<file path="src/rtl/calculator_pkg.sv">
`default_nettype none
// ============================================================================
// Module      : calculator_pkg
// Description : Shared width and divider state encoding for the calculator
//               execute stage.
// Revision    : 1.0 - initial release
// ============================================================================
package calculator_pkg;

    localparam int DATA_W = 32;

    typedef enum logic [1:0] {
        DIV_IDLE = 2'd0,
        DIV_RUN  = 2'd1,
        DIV_DONE = 2'd2
    } div_state_t;

endpackage
`default_nettype wire

</file>
<file path="src/rtl/full_adder.sv">
`default_nettype none
// ============================================================================
// Module      : full_adder
// Description : One-bit full adder cell used by the ripple subtractor.
// Revision    : 1.0 - initial release
// ============================================================================
module full_adder (
    input  logic i_a,
    input  logic i_b,
    input  logic i_c,
    output logic o_s,
    output logic o_c
);

    assign o_s = i_a ^ i_b ^ i_c;
    assign o_c = (i_a & i_b) | (i_a & i_c) | (i_b & i_c);

endmodule
`default_nettype wire

</file>
<file path="src/rtl/subtractor.sv">
`default_nettype none
// ============================================================================
// Module      : subtractor
// Description : Combinational ripple-borrow a - b, formed as a + ~b + 1.
// Revision    : 1.0 - initial release
// ============================================================================
module subtractor #(
    parameter int W = 33
) (
    input  logic [W-1:0] a_i,
    input  logic [W-1:0] b_i,
    output logic [W-1:0] diff_o,
    output logic         borrow_o
);

    logic [W:0] w_carry;

    // Carry-in of one completes the two's-complement negation of b
    assign w_carry[0] = 1'b1;

    generate
        for (genvar i = 0; i < W; i++) begin : g_bit
            full_adder u_fa (
                .i_a (a_i[i]),
                .i_b (~b_i[i]),
                .i_c (w_carry[i]),
                .o_s (diff_o[i]),
                .o_c (w_carry[i+1])
            );
        end
    endgenerate

    assign borrow_o = ~w_carry[W];

endmodule
`default_nettype wire

</file>
<file path="src/rtl/divider32_seq.sv">
`default_nettype none
// ============================================================================
// Module      : divider32_seq
// Description : Multi-cycle unsigned restoring divider, one quotient bit per
//               clock, valid/ready on both operand and result sides.
// Revision    : 1.0 - initial release
// ============================================================================
module divider32_seq
    import calculator_pkg::*;
(
    input  logic              clk_i,
    input  logic              rst_i,
    input  logic              in_valid_i,
    output logic              in_ready_o,
    input  logic [DATA_W-1:0] dividend_i,
    input  logic [DATA_W-1:0] divisor_i,
    output logic              out_valid_o,
    input  logic              out_ready_i,
    output logic [DATA_W-1:0] quotient_o,
    output logic [DATA_W-1:0] remainder_o,
    output logic              div_by_zero_o
);

    localparam int                CNT_W  = $clog2(DATA_W) + 1;
    localparam logic [CNT_W-1:0]  c_last = CNT_W'(DATA_W - 1);

    div_state_t        r_state;
    logic [CNT_W-1:0]  r_count;
    logic [DATA_W-1:0] r_q;
    logic [DATA_W-1:0] r_rem;
    logic [DATA_W-1:0] r_divisor;
    logic              r_dbz;

    logic [DATA_W:0]   w_partial;
    logic [DATA_W:0]   w_diff;
    logic              w_borrow;
    logic              w_take;

    assign w_partial = {r_rem, r_q[DATA_W-1]};

    subtractor #(
        .W (DATA_W + 1)
    ) u_sub (
        .a_i      (w_partial),
        .b_i      ({1'b0, r_divisor}),
        .diff_o   (w_diff),
        .borrow_o (w_borrow)
    );

    // Since rem < divisor, a borrow-free diff never sets its top bit; the
    // term only makes the full subtractor result part of the decision.
    assign w_take = ~w_borrow & ~w_diff[DATA_W];

    always_ff @(posedge clk_i) begin
        if (rst_i) begin
            r_state   <= DIV_IDLE;
            r_count   <= '0;
            r_q       <= '0;
            r_rem     <= '0;
            r_divisor <= '0;
            r_dbz     <= 1'b0;
        end else begin
            case (r_state)
                DIV_IDLE: begin
                    if (in_valid_i) begin
                        r_state   <= DIV_RUN;
                        r_count   <= '0;
                        r_divisor <= divisor_i;
                        if (divisor_i == '0) begin
                            r_q   <= '1;
                            r_rem <= dividend_i;
                            r_dbz <= 1'b1;
                        end else begin
                            r_q   <= dividend_i;
                            r_rem <= '0;
                            r_dbz <= 1'b0;
                        end
                    end
                end
                DIV_RUN: begin
                    // Divide-by-zero results are already final; spend one
                    // cycle here so they surface one edge after acceptance.
                    if (r_dbz) begin
                        r_state <= DIV_DONE;
                    end else begin
                        r_rem   <= w_take ? w_diff[DATA_W-1:0] : w_partial[DATA_W-1:0];
                        r_q     <= {r_q[DATA_W-2:0], w_take};
                        r_count <= r_count + CNT_W'(1);
                        if (r_count == c_last) begin
                            r_state <= DIV_DONE;
                        end
                    end
                end
                DIV_DONE: begin
                    if (out_ready_i) begin
                        r_state <= DIV_IDLE;
                        r_count <= '0;
                    end
                end
                default: begin
                    r_state <= DIV_IDLE;
                end
            endcase
        end
    end

    assign in_ready_o    = (r_state == DIV_IDLE);
    assign out_valid_o   = (r_state == DIV_DONE);
    assign quotient_o    = r_q;
    assign remainder_o   = r_rem;
    assign div_by_zero_o = r_dbz;

endmodule
`default_nettype wire

</file>
<file path="config.mk">
export PLATFORM = sky130hd
export DESIGN_NAME = divider32_seq
export DESIGN_NICKNAME = d
export VERILOG_FILES = /design/src/rtl/calculator_pkg.sv /design/src/rtl/full_adder.sv /design/src/rtl/subtractor.sv /design/src/rtl/divider32_seq.sv
export SDC_FILE = /design/constraint.sdc
export NUM_CORES = 1
export LEC_CHECK = 0
export CORE_AREA = 2 2 135 137
export DETAILED_ROUTE_END_ITERATION = 10
export DIE_AREA = 0 0 137 139
export SYNTH_ARGS = -nofsm -noshare
export SYNTH_HDL_FRONTEND = slang
export SYNTH_HIERARCHICAL = 1
export SYNTH_SLANG_ARGS = --single-unit
</file>
<file path="constraint.sdc">
create_clock -name clk_i -period 42.3 [get_ports clk_i]
set_input_delay 10.575 -clock clk_i [delete_from_list [all_inputs] [get_ports clk_i]]
set_output_delay 10.575 -clock clk_i [all_outputs]
set_load 0.005 [all_outputs]
</file>
==> flow_metrics.py, run 1 <==
metrics = {
    "cts": {
        "cts.sinks": 105,
        "ctsResizeCount": 0,
        "clockBufferDepth": 2,
        "clock_latency_ns": 0.35,
        "cts_root_buf": "clkbuf_16",
        "cts_tree": "done",
        "post_cts_buffers": 0,
        "htreeDepth": 3,
        "hold_buffers": 0,
        "numCtsBuffers": 9,
        "clk_pin_slew_ns": 0.07,
    },
    "grt": {
        "grt_pass1_vias": 4984,
        "grt-ovfl-total": 0,
        "grt_max_degree": 71,
        "grt_pass1_wl_mm": 27.2,
        "grt_antenna_before_repair": 0,
        "grt.total_usage_pct": 18.0,
    },
    "sta": {
        "rsz0062_at_grt": "false",
        "post-route-min-period_ns": 15.19,
        "hold_viol": 0,
        "skew_ns": 0.00899,
        "finalCritPeriodShare_pct": 35.9,
        "fmax_mhz": 65.8,
        "tightest_slew_ns": 1.13,
        "max_slew_margin_pct": 24.7,
        "setup_viol": 0,
        "finalSetupTns_ns": 0,
        "maxSlewViolCount": 0,
    },
    "yosys": {
        "synth-edff-count": 0,
        "synthAdderAreaFrac_pct": 11.8,
        "synth-seq-area-share_pct": 36.7,
        "post-synth-top-area-cell": "dfxtp_1",
        "synth_seq_cells": 105,
        "synth_top_family_by_area": "compound AO/OA/AOI/OAI gates",
        "synth_area_per_cell_um2": 8.86,
        "syn_nets": 748,
        "synth_compound_area_share_pct": 24.9,
        "yosys_most_used_dff": "dfxtp_1",
        "synth.top_cell.area_share_pct": 36.7,
        "yosys.area_share.simple_pct": 10.5,
        "synth_cells": 646,
        "muxShareOfSynthArea_pct": 7.21,
        "synth.cell_area_mm2": 0.00572,
        "ys_async_sr_fraction_pct": 0,
        "ys_top_cells_by_area": "dfxtp_1 (37%), fa_1 (12%), nand2_1 (6.8%)",
        "ys_warn_count": 6,
        "synth_xor_area_share_pct": 0,
        "ys_types": 36,
    },
    "layout": {
        "n_antenna_cell": 0,
        "syn2layout_area_growth_pct": 30.4,
        "drive_gt1_share_pct": 8.68,
        "nNetsFinal": 847,
        "design_area_mm2": 0.00746,
        "fill_cells": 1799,
        "fin_util_pct": 42.3,
    },
    "placed_design": {
        "gp_congestion": 0.766,
        "port_buffers": 134,
        "dpl_cell_area_mm2": 0.00720,
        "dp_hpwl_mm": 11.1,
    },
    "worst_setup_path": {
        "cp.arrival_ns": 15.40,
        "crit_path_max_fanout": 33,
        "cp_common_cell": "fa_1",
        "crit_path_start": "quotient_o[31]",
        "cp-start-kind": "register",
        "worstReg2RegStart": "quotient_o[31]",
        "criticalPathCategory": "reg2reg",
        "reg2reg_depth": 37,
        "max_stage_delay_ns": 0.77,
        "worstSetupEndpointType": "register",
        "required_ns": 42.51,
        "cp_slowest_cell": "nor2_4",
    },
    "route": {
        "routedWlPerCell_um": 17.4,
        "met3RoutedLength_um": 948,
        "wl_met2_mm": 8.10,
        "wl_mm": 17.0,
        "antenna_left": 0,
        "num_vias": 5219,
        "drt-initial-drc-count": 277,
        "route.layer.met1.wl_mm": 7.81,
        "viasPerCell": 5.34,
        "drc_errors": 0,
        "dr.max_layer_used": "met4",
        "firstDrtPassIters": 4,
    },
    "status": {
        "status": "finished, final reports clean",
    },
    "power_and_ir_drop": {
        "p_int_uw": 182,
        "power.total_uw": 268,
        "powerDensity_mw_per_mm2": 35.9,
        "pwr-share-clk_pct": 29.5,
        "switchingPower_uw": 85.6,
        "comb_power_share_pct": 27.8,
        "vdd_drop_max_uv": 27.0,
        "p_seq_share_pct": 42.7,
        "p_leak_nw": 2.59,
        "switching_share_pct": 32.0,
    },
    "die": {
        "coreArea_mm2": 0.0177,
        "die_x_um": 137,
        "start_util_pct": 32.4,
        "die_height_um": 139,
        "io_pins": 135,
        "die_area_mm2": 0.0190,
        "rows": 49,
    },
    "min_path": {
        "holdPathStages": 2,
        "hold_class": "reg2reg",
        "hold_start": "r_divisor[29]",
    },
    "flow_run": {
        "drv_cap": 0,
    },
}
power by group through the flow:
stage / clock [mW] / sequential, mW / combinational (mW)
global route: 0.0851 / 0.116 / 0.0831
detailed placement: 0 / 0.117 / 0.0741
global placement: 0 / 0.117 / 0.0735
floorplan: 0 / 0.115 / 0.0434
CTS: 0.0813 / 0.114 / 0.0748
finish: 0.0790 / 0.114 / 0.0746
sequential cells by signal (all words and copies together) (netlist names):
name and flops:
div_by_zero_o 1, quotient_o 32, r_count 6, r_divisor 32
r_state 2, remainder_o 32
layout make-up:
cell class | count | area (um^2) | area share (%)
repair buffers | 143 | 1410 | 18.8
clock buffers | 13 | 250 | 3.35
flip-flops and latches | 105 | 2100 | 28.2
clock inverters | 2 | 15.0 | 0.201
multi-input cells | 416 | 3140 | 42.1
inverters | 70 | 263 | 3.52
well taps | 229 | 287 | 3.84
synthesized netlist by cell type (8+ instances only):
master / count
buf_2: 16
a21oi_1: 35
o22ai_1: 32
o21ai_0: 33
o2111ai_1: 32
inv_1: 70
a221oi_1: 32
nand2_1: 103
dfxtp_1: 105
a22oi_1: 33
clkbuf_1: 36
mux2_2: 34
nor4_1: 8
fa_1: 33
final timing paths:
path	endpoint	slack, ns
setup / recovery	remainder_o[25]	27.11
hold / removal	r_divisor[29]	0.45
setup reg to reg	remainder_o[25]	27.11
hold reg to reg	r_divisor[29]	0.45
stage by stage:
stage / setup WS, ns / hold slack, ns / instances
floorplan: 28.10 / 0.436 / 646
global placement: 27.31 / 0.443 / 963
detailed placement: 27.23 / 0.446 / 963
CTS: 27.11 / 0.456 / 978
global route: 26.60 / 0.471 / 978
finish: 27.11 / 0.454 / 978
cells by family after synthesis:
| group | count (synthesis) |
|---|---|
| AO/OA/AOI/OAI | 206 |
| adder cells (fa/ha/maj) | 34 |
| buffers and inverters | 125 |
| flip-flops | 105 |
| multiplexers | 37 |
| other | 2 |
| AND/OR/NAND/NOR | 137 |
cell usage in the layout, fill, tap and decap left out, drive strengths merged:
master | Yosys | final
clkdlybuf4s50 | 0 | 133
dfxtp | 105 | 105
nand2 | 103 | 103
inv | 70 | 70
a21oi | 38 | 38
mux2 | 34 | 34
o21ai | 33 | 33
a22oi | 33 | 33
fa | 33 | 33
a221oi | 32 | 32
o2111ai | 32 | 32
o22ai | 32 | 32
clkbuf | 36 | 13
buf | 19 | 10
nor4 | 8 | 8
nand2b | 7 | 7
nor2 | 6 | 6
nand3 | 3 | 3
mux2i | 3 | 3
and4 | 2 | 2
and2 | 2 | 2
a31oi | 2 | 2
a211oi | 2 | 2
clkinvlp | 0 | 2
conb | 2 | 2
nor3 | 2 | 2
nor2b | 1 | 1
a21o | 1 | 1
or3 | 1 | 1
a21boi | 1 | 1
nor3b | 1 | 1
nor4b | 1 | 1
ha | 1 | 1
critical path: cells and delay by family (launching register included):
kind                     cells  cell delay, ns
AO/OA/AOI/OAI                2            0.25
adder cells (fa/ha/maj)     33           13.18
AND/OR/NAND/NOR              1            0.77
multiplexers                 1            0.42
flip-flops                   1            0.37
per-layer routing:
layer,vias up,track usage (%)
met1,2558,24.9
met3,12,4.57
met5,-,0
li1,2508,-
met4,0,3.53
met2,141,28.3
Power figures use the tool's default switching activity.
==> inputs of run 2 (changes only) <==
Clock period 42.3 ns to 15 ns, I/O delays scaled along.
==> run 2 against run 1 <==
  * Sequential share of layout area shrank 0.62 points
  * Clock-buffer cell count did not move
  * Combinational power grew to 2.9 times the previous value
  * Global-route usage about the same
  * Worst setup slack lost 27 ns
  * First-iteration DRC count rose by 7.2%
==> flow_metrics.py, run 2 (synthesis gave the netlist of run 1 again) <==
metrics = {
    "min_path": {
        "hold_class": "reg2reg",
    },
    "power_and_ir_drop": {
        "comb_power_share_pct": 27.6,
        "switchingPower_uw": 244,
        "pwr-share-clk_pct": 31.0,
        "powerDensity_mw_per_mm2": 102,
        "p_leak_nw": 2.66,
        "switching_share_pct": 31.4,
        "power.total_uw": 778,
        "p_seq_share_pct": 41.5,
        "p_int_uw": 534,
        "vdd_drop_max_uv": 77.8,
    },
    "sta": {
        "setup_viol": 0,
        "skew_ns": 0.0110,
        "hold_viol": 0,
        "finalCritPeriodShare_pct": 96.9,
        "fmax_mhz": 68.8,
        "tightest_slew_ns": 1.12,
        "max_slew_margin_pct": 25.3,
        "finalSetupTns_ns": 0,
        "rsz0062_at_grt": "false",
        "maxSlewViolCount": 0,
        "post-route-min-period_ns": 14.54,
    },
    "die": {
        "die_x_um": 137,
        "die_area_mm2": 0.0190,
        "coreArea_mm2": 0.0177,
        "start_util_pct": 32.4,
        "die_height_um": 139,
        "rows": 49,
        "io_pins": 135,
    },
    "cts": {
        "clock_latency_ns": 0.36,
        "clockBufferDepth": 2,
        "numCtsBuffers": 9,
        "hold_buffers": 0,
        "cts_root_buf": "clkbuf_16",
        "clk_pin_slew_ns": 0.07,
        "htreeDepth": 3,
        "cts.sinks": 105,
        "cts_tree": "done",
    },
    "route": {
        "antenna_left": 0,
        "firstDrtPassIters": 5,
        "viasPerCell": 5.34,
        "num_vias": 5260,
        "drt-initial-drc-count": 297,
        "routedWlPerCell_um": 18.0,
        "drc_errors": 0,
        "wl_mm": 17.7,
    },
    "worst_setup_path": {
        "criticalPathCategory": "reg2reg",
        "required_ns": 15.20,
        "cp.arrival_ns": 14.74,
        "cp_common_cell": "fa_1",
        "max_stage_delay_ns": 0.51,
        "r2r_setup_slack_ns": 0.46,
        "cp-start-kind": "register",
        "worstSetupEndpointType": "register",
        "crit_path_max_fanout": 8,
        "cp_slowest_cell": "fa_1",
    },
    "grt": {
        "grt-ovfl-total": 0,
        "grt_antenna_before_repair": 0,
        "grt_pass1_vias": 5093,
        "grt.total_usage_pct": 18.0,
        "grt_max_degree": 71,
        "grt_pass1_wl_mm": 27.3,
    },
    "layout": {
        "syn2layout_area_growth_pct": 33.4,
        "nNetsFinal": 853,
        "final_common_cell": "clkdlybuf4s50_1",
        "n_antenna_cell": 0,
        "drive_gt1_share_pct": 10.4,
        "final_cell_mix": "clkdlybuf4s50_1 (133), dfxtp_1 (104), nand2_1 (103)",
    },
    "placed_design": {
        "gp_congestion": 0.784,
        "port_buffers": 134,
        "dp_hpwl_mm": 11.1,
    },
    "flow_run": {
        "drv_cap": 0,
    },
    "status": {
        "status": "finished, final reports clean",
    },
}
-- run 2: cell count changes in the layout (fill, tap and decap cells not counted) --
| cell | delta |
|---|---|
| a22oi_1 | -2 |
| clkbuf_16 | +3 |
| buf_6 | +1 |
| fa_2 | +4 |
| bufinv_16 | +1 |
| a22oi_2 | +2 |
| clkinvlp_4 | -2 |
| clkinv_2 | +2 |
| fa_1 | -4 |
| dfxtp_1 | -1 |
| dfxtp_2 | +1 |
| buf_12 | +2 |
-- run 2: power by group through the flow --
stage               Sequential (mW)  Combinational [mW]  Clock [mW]
detailed placement            0.329               0.211           0
global route                  0.326               0.239       0.254
global placement              0.329               0.207           0
finish                        0.323               0.215       0.241
floorplan                     0.325               0.122           0
CTS                           0.323               0.212       0.247
-- run 2: layer usage --
| layer | share of wire, % | vias to the layer above | track usage, % |
|---|---|---|---|
| li1 | - | 2517 | - |
| met4 | 1.3 | 0 | 5.26 |
| met1 | 47 | 2582 | 25.1 |
| met2 | 47 | 147 | 28.7 |
| met3 | 4.4 | 14 | 2.60 |
| met5 | 0 | - | 0 |
-- run 2: stage by stage --
stage | hold WS, ns | setup slack (ns) | std cells | cell area, um^2 | utilization, %
4_1_cts | 0.456 | 0.327 | 980 | 7510 | 42.5
6_report | 0.455 | 0.465 | 985 | 7640 | 43.2
3_5_place_dp | 0.447 | 0.405 | 964 | 7220 | 40.9
2_1_floorplan | 0.436 | 0.805 | 646 | 5720 | -
3_3_place_gp | 0.443 | 0.476 | 964 | 7220 | 40.9
5_1_grt | 0.474 | 0.0200 | 985 | 7640 | 43.2
-- run 2: worst max-delay path, delay by kind of cell, from the launching register on --
family,cells,cell delay [ns]
compound gates,2,0.25
fa+ha+maj,33,13.01
buf+inv,2,0.30
flops,1,0.36
mux,1,0.34
simple gates,1,0.12
-- run 2: final timing paths --
check                               startpoint               to  cells after the start
worst max-delay path            quotient_o[31]  remainder_o[17]                     39
worst max register to register  quotient_o[31]  remainder_o[17]                     39
worst min-delay path             r_divisor[18]    r_divisor[18]                      2
worst min register to register   r_divisor[18]    r_divisor[18]                      2
-- run 2: cell type report --
| class | instances | area, um^2 |
|---|---|---|
| Inverter | 70 | 263 |
| Tap cell | 229 | 287 |
| Fill cell | 1770 | 10000 |
| Clock buffer | 13 | 250 |
| Multi-Input combinational cell | 416 | 3160 |
| Sequential cell | 105 | 2100 |
| Clock inverter | 3 | 40.0 |
| Timing Repair Buffer | 149 | 1530 |
-- run 2: timing repair --
item,CTS,global route
endpoints found under the setup margin,0,32
resized for setup,0,7
setup buffers,0,1
==> inputs of run 3 (changes only) <==
Settings changed: CORE_AREA 2 2 135 137 to 2 2 109 111, DIE_AREA 0 0 137 139 to 0 0 111 113, PLACE_DENSITY set to 0.81.
==> run 3 against run 2 <==
  * Worst hold slack improved by 0.0011 ns
  * Clock-buffer cell count rose by 1
  * Clock skew is 0.0027 ns lower
  * Largest power group unchanged
  * Sequential cell count stayed put
  * Combinational power is 3% higher
==> flow_metrics.py, run 3 (synthesis gave the netlist of run 1 again) <==
metrics = {
    "status": {
        "status": "finished, final reports clean",
    },
    "route": {
        "drc_errors": 0,
        "num_vias": 5547,
        "wl_mm": 17.0,
        "drt-initial-drc-count": 444,
        "antenna_left": 0,
        "firstDrtPassIters": 8,
        "viasPerCell": 6.18,
        "routedWlPerCell_um": 19.0,
    },
    "cts": {
        "clock_latency_ns": 0.35,
        "numCtsBuffers": 9,
        "cts_root_buf": "clkbuf_16",
        "clk_pin_slew_ns": 0.07,
        "post_cts_buffers": 0,
        "cts_tree": "done",
        "cts.sinks": 105,
        "clockBufferDepth": 2,
        "htreeDepth": 3,
        "hold_buffers": 0,
    },
    "placed_design": {
        "pre_cts_ws_ns": 0.121,
        "gp_congestion": 0.854,
        "port_buffers": 134,
        "dp_hpwl_mm": 11.1,
    },
    "sta": {
        "skew_ns": 0.00825,
        "maxSlewViolCount": 0,
        "max_slew_margin_pct": 18.6,
        "holdWs_ns": 0.456,
        "hold_viol": 0,
        "tightest_slew_ns": 1.22,
        "setup_viol": 0,
        "post-route-min-period_ns": 14.69,
        "rsz0062_at_grt": "false",
        "finalSetupTns_ns": 0,
        "fmax_mhz": 68.1,
        "fin_ws_ns": 0.308,
        "finalCritPeriodShare_pct": 97.9,
    },
    "layout": {
        "syn2layout_area_growth_pct": 31.4,
        "regArea_mm2": 0.00210,
        "nNetsFinal": 851,
        "fill_cells": 908,
        "final_cell_mix": "clkdlybuf4s50_1 (133), dfxtp_1 (104), nand2_1 (103)",
        "drive_gt1_share_pct": 10.7,
        "n_antenna_cell": 0,
        "final_common_cell": "clkdlybuf4s50_1",
        "multi_input_area_mm2": 0.00317,
    },
    "worst_setup_path": {
        "cp.arrival_ns": 14.87,
        "crit_path_max_fanout": 8,
        "required_ns": 15.17,
        "worstSetupEndpointType": "register",
        "criticalPathCategory": "reg2reg",
        "max_stage_delay_ns": 0.49,
        "cp_common_cell": "fa_1",
        "cp-start-kind": "register",
        "r2r_setup_slack_ns": 0.31,
        "cp_slowest_cell": "fa_1",
    },
    "die": {
        "coreArea_mm2": 0.0113,
        "rows": 39,
        "io_pins": 135,
        "die_height_um": 113,
        "die_x_um": 111,
        "start_util_pct": 50.8,
        "die_area_mm2": 0.0125,
    },
    "grt": {
        "grt_antenna_before_repair": 0,
        "grt-ovfl-total": 0,
        "grt.total_usage_pct": 26.3,
        "grt_max_degree": 65,
        "grt_pass1_wl_mm": 27.1,
        "grt_pass1_vias": 5452,
    },
    "power_and_ir_drop": {
        "powerDensity_mw_per_mm2": 104,
        "vdd_drop_max_uv": 96.4,
        "p_leak_nw": 2.64,
        "power.total_uw": 780,
    },
    "min_path": {
        "hold_class": "reg2reg",
    },
    "flow_run": {
        "drv_cap": 0,
    },
}
[run 3: final timing paths]
| check | start | endpoint | depth (start not counted) |
|---|---|---|---|
| worst max-delay path | quotient_o[31] | remainder_o[15] | 38 |
| worst min register to register | r_divisor[10] | r_divisor[10] | 2 |
| worst max register to register | quotient_o[31] | remainder_o[15] | 38 |
| worst min-delay path | r_divisor[10] | r_divisor[10] | 2 |
[run 3: critical path, delay by kind of cell, from the launching register on]
family	cells	cell delay [ns]
mux	1	0.34
compound gates	2	0.33
fa+ha+maj	33	12.98
buf+inv	1	0.18
flops	1	0.36
simple gates	1	0.30
[run 3: metrics by stage]
| stage | cell area, um^2 | utilization, % | cells |
|---|---|---|---|
| finish | 7520 | 66.7 | 897 |
| global placement | 7100 | 63.0 | 878 |
| detailed placement | 7100 | 63.0 | 878 |
| floorplan | 5720 | - | 646 |
| global route | 7520 | 66.7 | 897 |
| CTS | 7390 | 65.6 | 894 |
[run 3: repair_timing]
| item | in CTS | in global routing |
|---|---|---|
| endpoints found under the setup margin | 1 | 33 |
| resized for setup | 1 | 17 |
| pin swaps | 0 | 1 |
| gates cloned | 0 | 3 |
[run 3: final cells by class]
type,count,share of cell area [%]
clock inverters,2,0.499
well taps,143,2.38
multi-input cells,416,42.2
repair buffers,147,20.1
clock buffers,14,3.38
flip-flops and latches,105,28.0
inverters,70,3.49
[run 3: routing by layer]
layer	global-route usage (%)	vias up	part of all wire, %
met3	6.53	29	7.8
met4	8.67	0	1.9
met2	44.0	304	50
met1	33.7	2695	40
li1	-	2519	-
met5	0	-	0
[run 3: power by group]
group,switching (mW),leakage (nW),total (mW),internal [mW]
combinational,0.121,1.64,0.222,0.100
clock,0.101,0.137,0.236,0.134
sequential,0.0193,0.858,0.323,0.303
==> edit: new RTL, flow settings as in run 2 <==
Encoding of `div_state_t`: now one-hot (3 bits for 3 states).
--- a/src/rtl/calculator_pkg.sv
+++ b/src/rtl/calculator_pkg.sv
@@ -9,10 +9,10 @@
 
     localparam int DATA_W = 32;
 
-    typedef enum logic [1:0] {
-        DIV_IDLE = 2'd0,
-        DIV_RUN  = 2'd1,
-        DIV_DONE = 2'd2
+    typedef enum logic [2:0] {
+        DIV_IDLE = 3'b001,
+        DIV_RUN  = 3'b010,
+        DIV_DONE = 3'b100
     } div_state_t;
 
 endpackage
Check against the original RTL: same outputs for any inputs over 4 cycles, from zero or initial values and one cycle with rst_i high; so few cycles prove little.
==> edit against run 2 <==
Critical path depth is the same. Hold slack gained 0.0019 ns. Worst setup slack gained 0.036 ns. Fmax grew 0.25%. Cell area grew 3.4%. Sequential power shrank 2%. Wire length shrank 4.0%. Die area is the same. Clock power grew 6%. Sequential cell count grew 1. Total power shrank 2.1%. Via count shrank 4.0%. Synthesized area grew 4.2%. Critical endpoint is now remainder_o[30]. Largest cell class unchanged. Largest power group unchanged. Highest routed layer unchanged.
==> edit: results <==
export IMPL_maxCapViolations=0
export IMPL_mappedNetlistNets=741
export IMPL_antenna_found_initial=0
export IMPL_place_congestion=0.826
export IMPL_slew_limit_headroom_pct=31.8
export IMPL_min_path_cells=2
export IMPL_hold_class="reg -> reg"
export IMPL_crit_type="reg -> reg"
export IMPL_seqPwrFrac_pct=41.8
export IMPL_p_comb_mw=0.188
export IMPL_first_pass_iters=6
export IMPL_yosys_top_cells_area="dfxtp_1, fa_1, a221oi_2"
export IMPL_grt_pass1_wl_mm=27.0
export IMPL_fillCellCount=1710
export IMPL_min_to="r_divisor[21]"
export IMPL_numCtsBuffers=9
export IMPL_nNetsFinal=852
export IMPL_met1_usage_pct=22.7
export IMPL_grt_max_degree=73
export IMPL_skew_ns=0.00443
export IMPL_hold_ws_ns=0.457
export IMPL_r2r_start="quotient_o[31]"
export IMPL_rows=49
export IMPL_h_tree_depth=3
export IMPL_drtIter0Drc=223
export IMPL_reg2reg_setup_slack_ns=0.50
export IMPL_status="finished, final reports clean"
export IMPL_ir_worst_vdd_uv=56.5
export IMPL_internal_power_mw=0.538
export IMPL_grt_pass1_vias=5193
export IMPL_use_met3_pct=5.08
export IMPL_hpwlAfterDp_mm=11.6
export IMPL_ys_types=44
export IMPL_die_area_mm2=0.0190
export IMPL_diodes=0
export IMPL_worstHoldStart="r_divisor[21]"
export IMPL_viasPerCell=5.13
export IMPL_timing_rr_end="remainder_o[30]"
export IMPL_synthTopCellsByCount="dfxtp_1, nand2_1, inv_1"
export IMPL_worst_path_max_delay_cell="fa_1"
export IMPL_ys_warnings_count=6
export IMPL_layout_drive_gt1_share_pct=10.1
export IMPL_cpPeakStageDelay_ns=0.49
export IMPL_crit_fanout=9
export IMPL_clock_latency_ns=0.36
export IMPL_seq_area_frac_synth_pct=35.6
export IMPL_cts_root_buf="clkbuf_16"
export IMPL_grtUsageMet2_pct=30.9
export IMPL_grt_usage_pct=18.1
export IMPL_p_leak_nw=2.99
export IMPL_synth_async_reset_ratio_pct=0
export IMPL_drt_wl_total_mm=17.0
export IMPL_cp_arrival_ns=14.75
## edit: changes by cell type in the layout (fill, tap and decap cells not counted), moves of 5 or more
cell / delta
o21ai_1: +31
a221oi_2: +32
o21ai_0: -32
mux2_2: -34
nand2_1: -6
a221oi_1: -32
a22oi_1: -30
o21a_1: +32
o2111ai_1: -32
o22ai_1: -32
a21o_1: +33
mux2i_1: +27
o2bb2ai_1: +32
nand2b_1: -5
## edit: metrics by stage
step	instance area, um^2	setup WS, ns	total power [mW]	instances
after global placement	7470	0.602	0.506	965
after global routing	7890	0.0468	0.804	984
after CTS	7780	0.260	0.769	981
after detailed placement	7470	0.321	0.512	965
final	7890	0.500	0.762	984
after floorplan	5970	0.656	0.435	639
## edit: cell families after synthesis
family	count (synthesis)	synth area share, %
DFF	106	35.6
other	2	0.126
muxes	32	5.37
AOI/OAI and AO/OA	209	28.3
adders and majority gates	34	11.3
and+or+nand+nor	137	10.7
xor gates and xnor gates	3	0.441
buffers and inverters	116	8.14
## edit: metal layers
layer,routed length [um],vias up
met4,157,0
met3,928,11
met5,0,-
met2,8140,110
met1,7790,2477
li1,-,2449
## edit: area by class of cell
type	instances	area share [%]
clock buffer	15	3.65
clock inverter	1	0.380
inverter	68	3.23
multi-input combinational	417	43.0
sequential	106	26.9
tap	229	3.63
timing repair buffer	148	19.2
## edit: worst max-delay path: cells and delay by family, from the launching register on
kind            cells  cell delay [ns]
mux                 1             0.19
compound gates      2             0.23
flops               1             0.35
fa+ha+maj          33            13.16
buf+inv             2             0.30
simple gates        1             0.16
## edit: timing repair
| action | 4_1_cts | 5_1_grt |
|---|---|---|
| setup endpoints to repair | 0 | 32 |
| setup buffers | 0 | 1 |
| endpoints found under the hold margin | 0 | 0 |
| resized for setup | 0 | 11 |
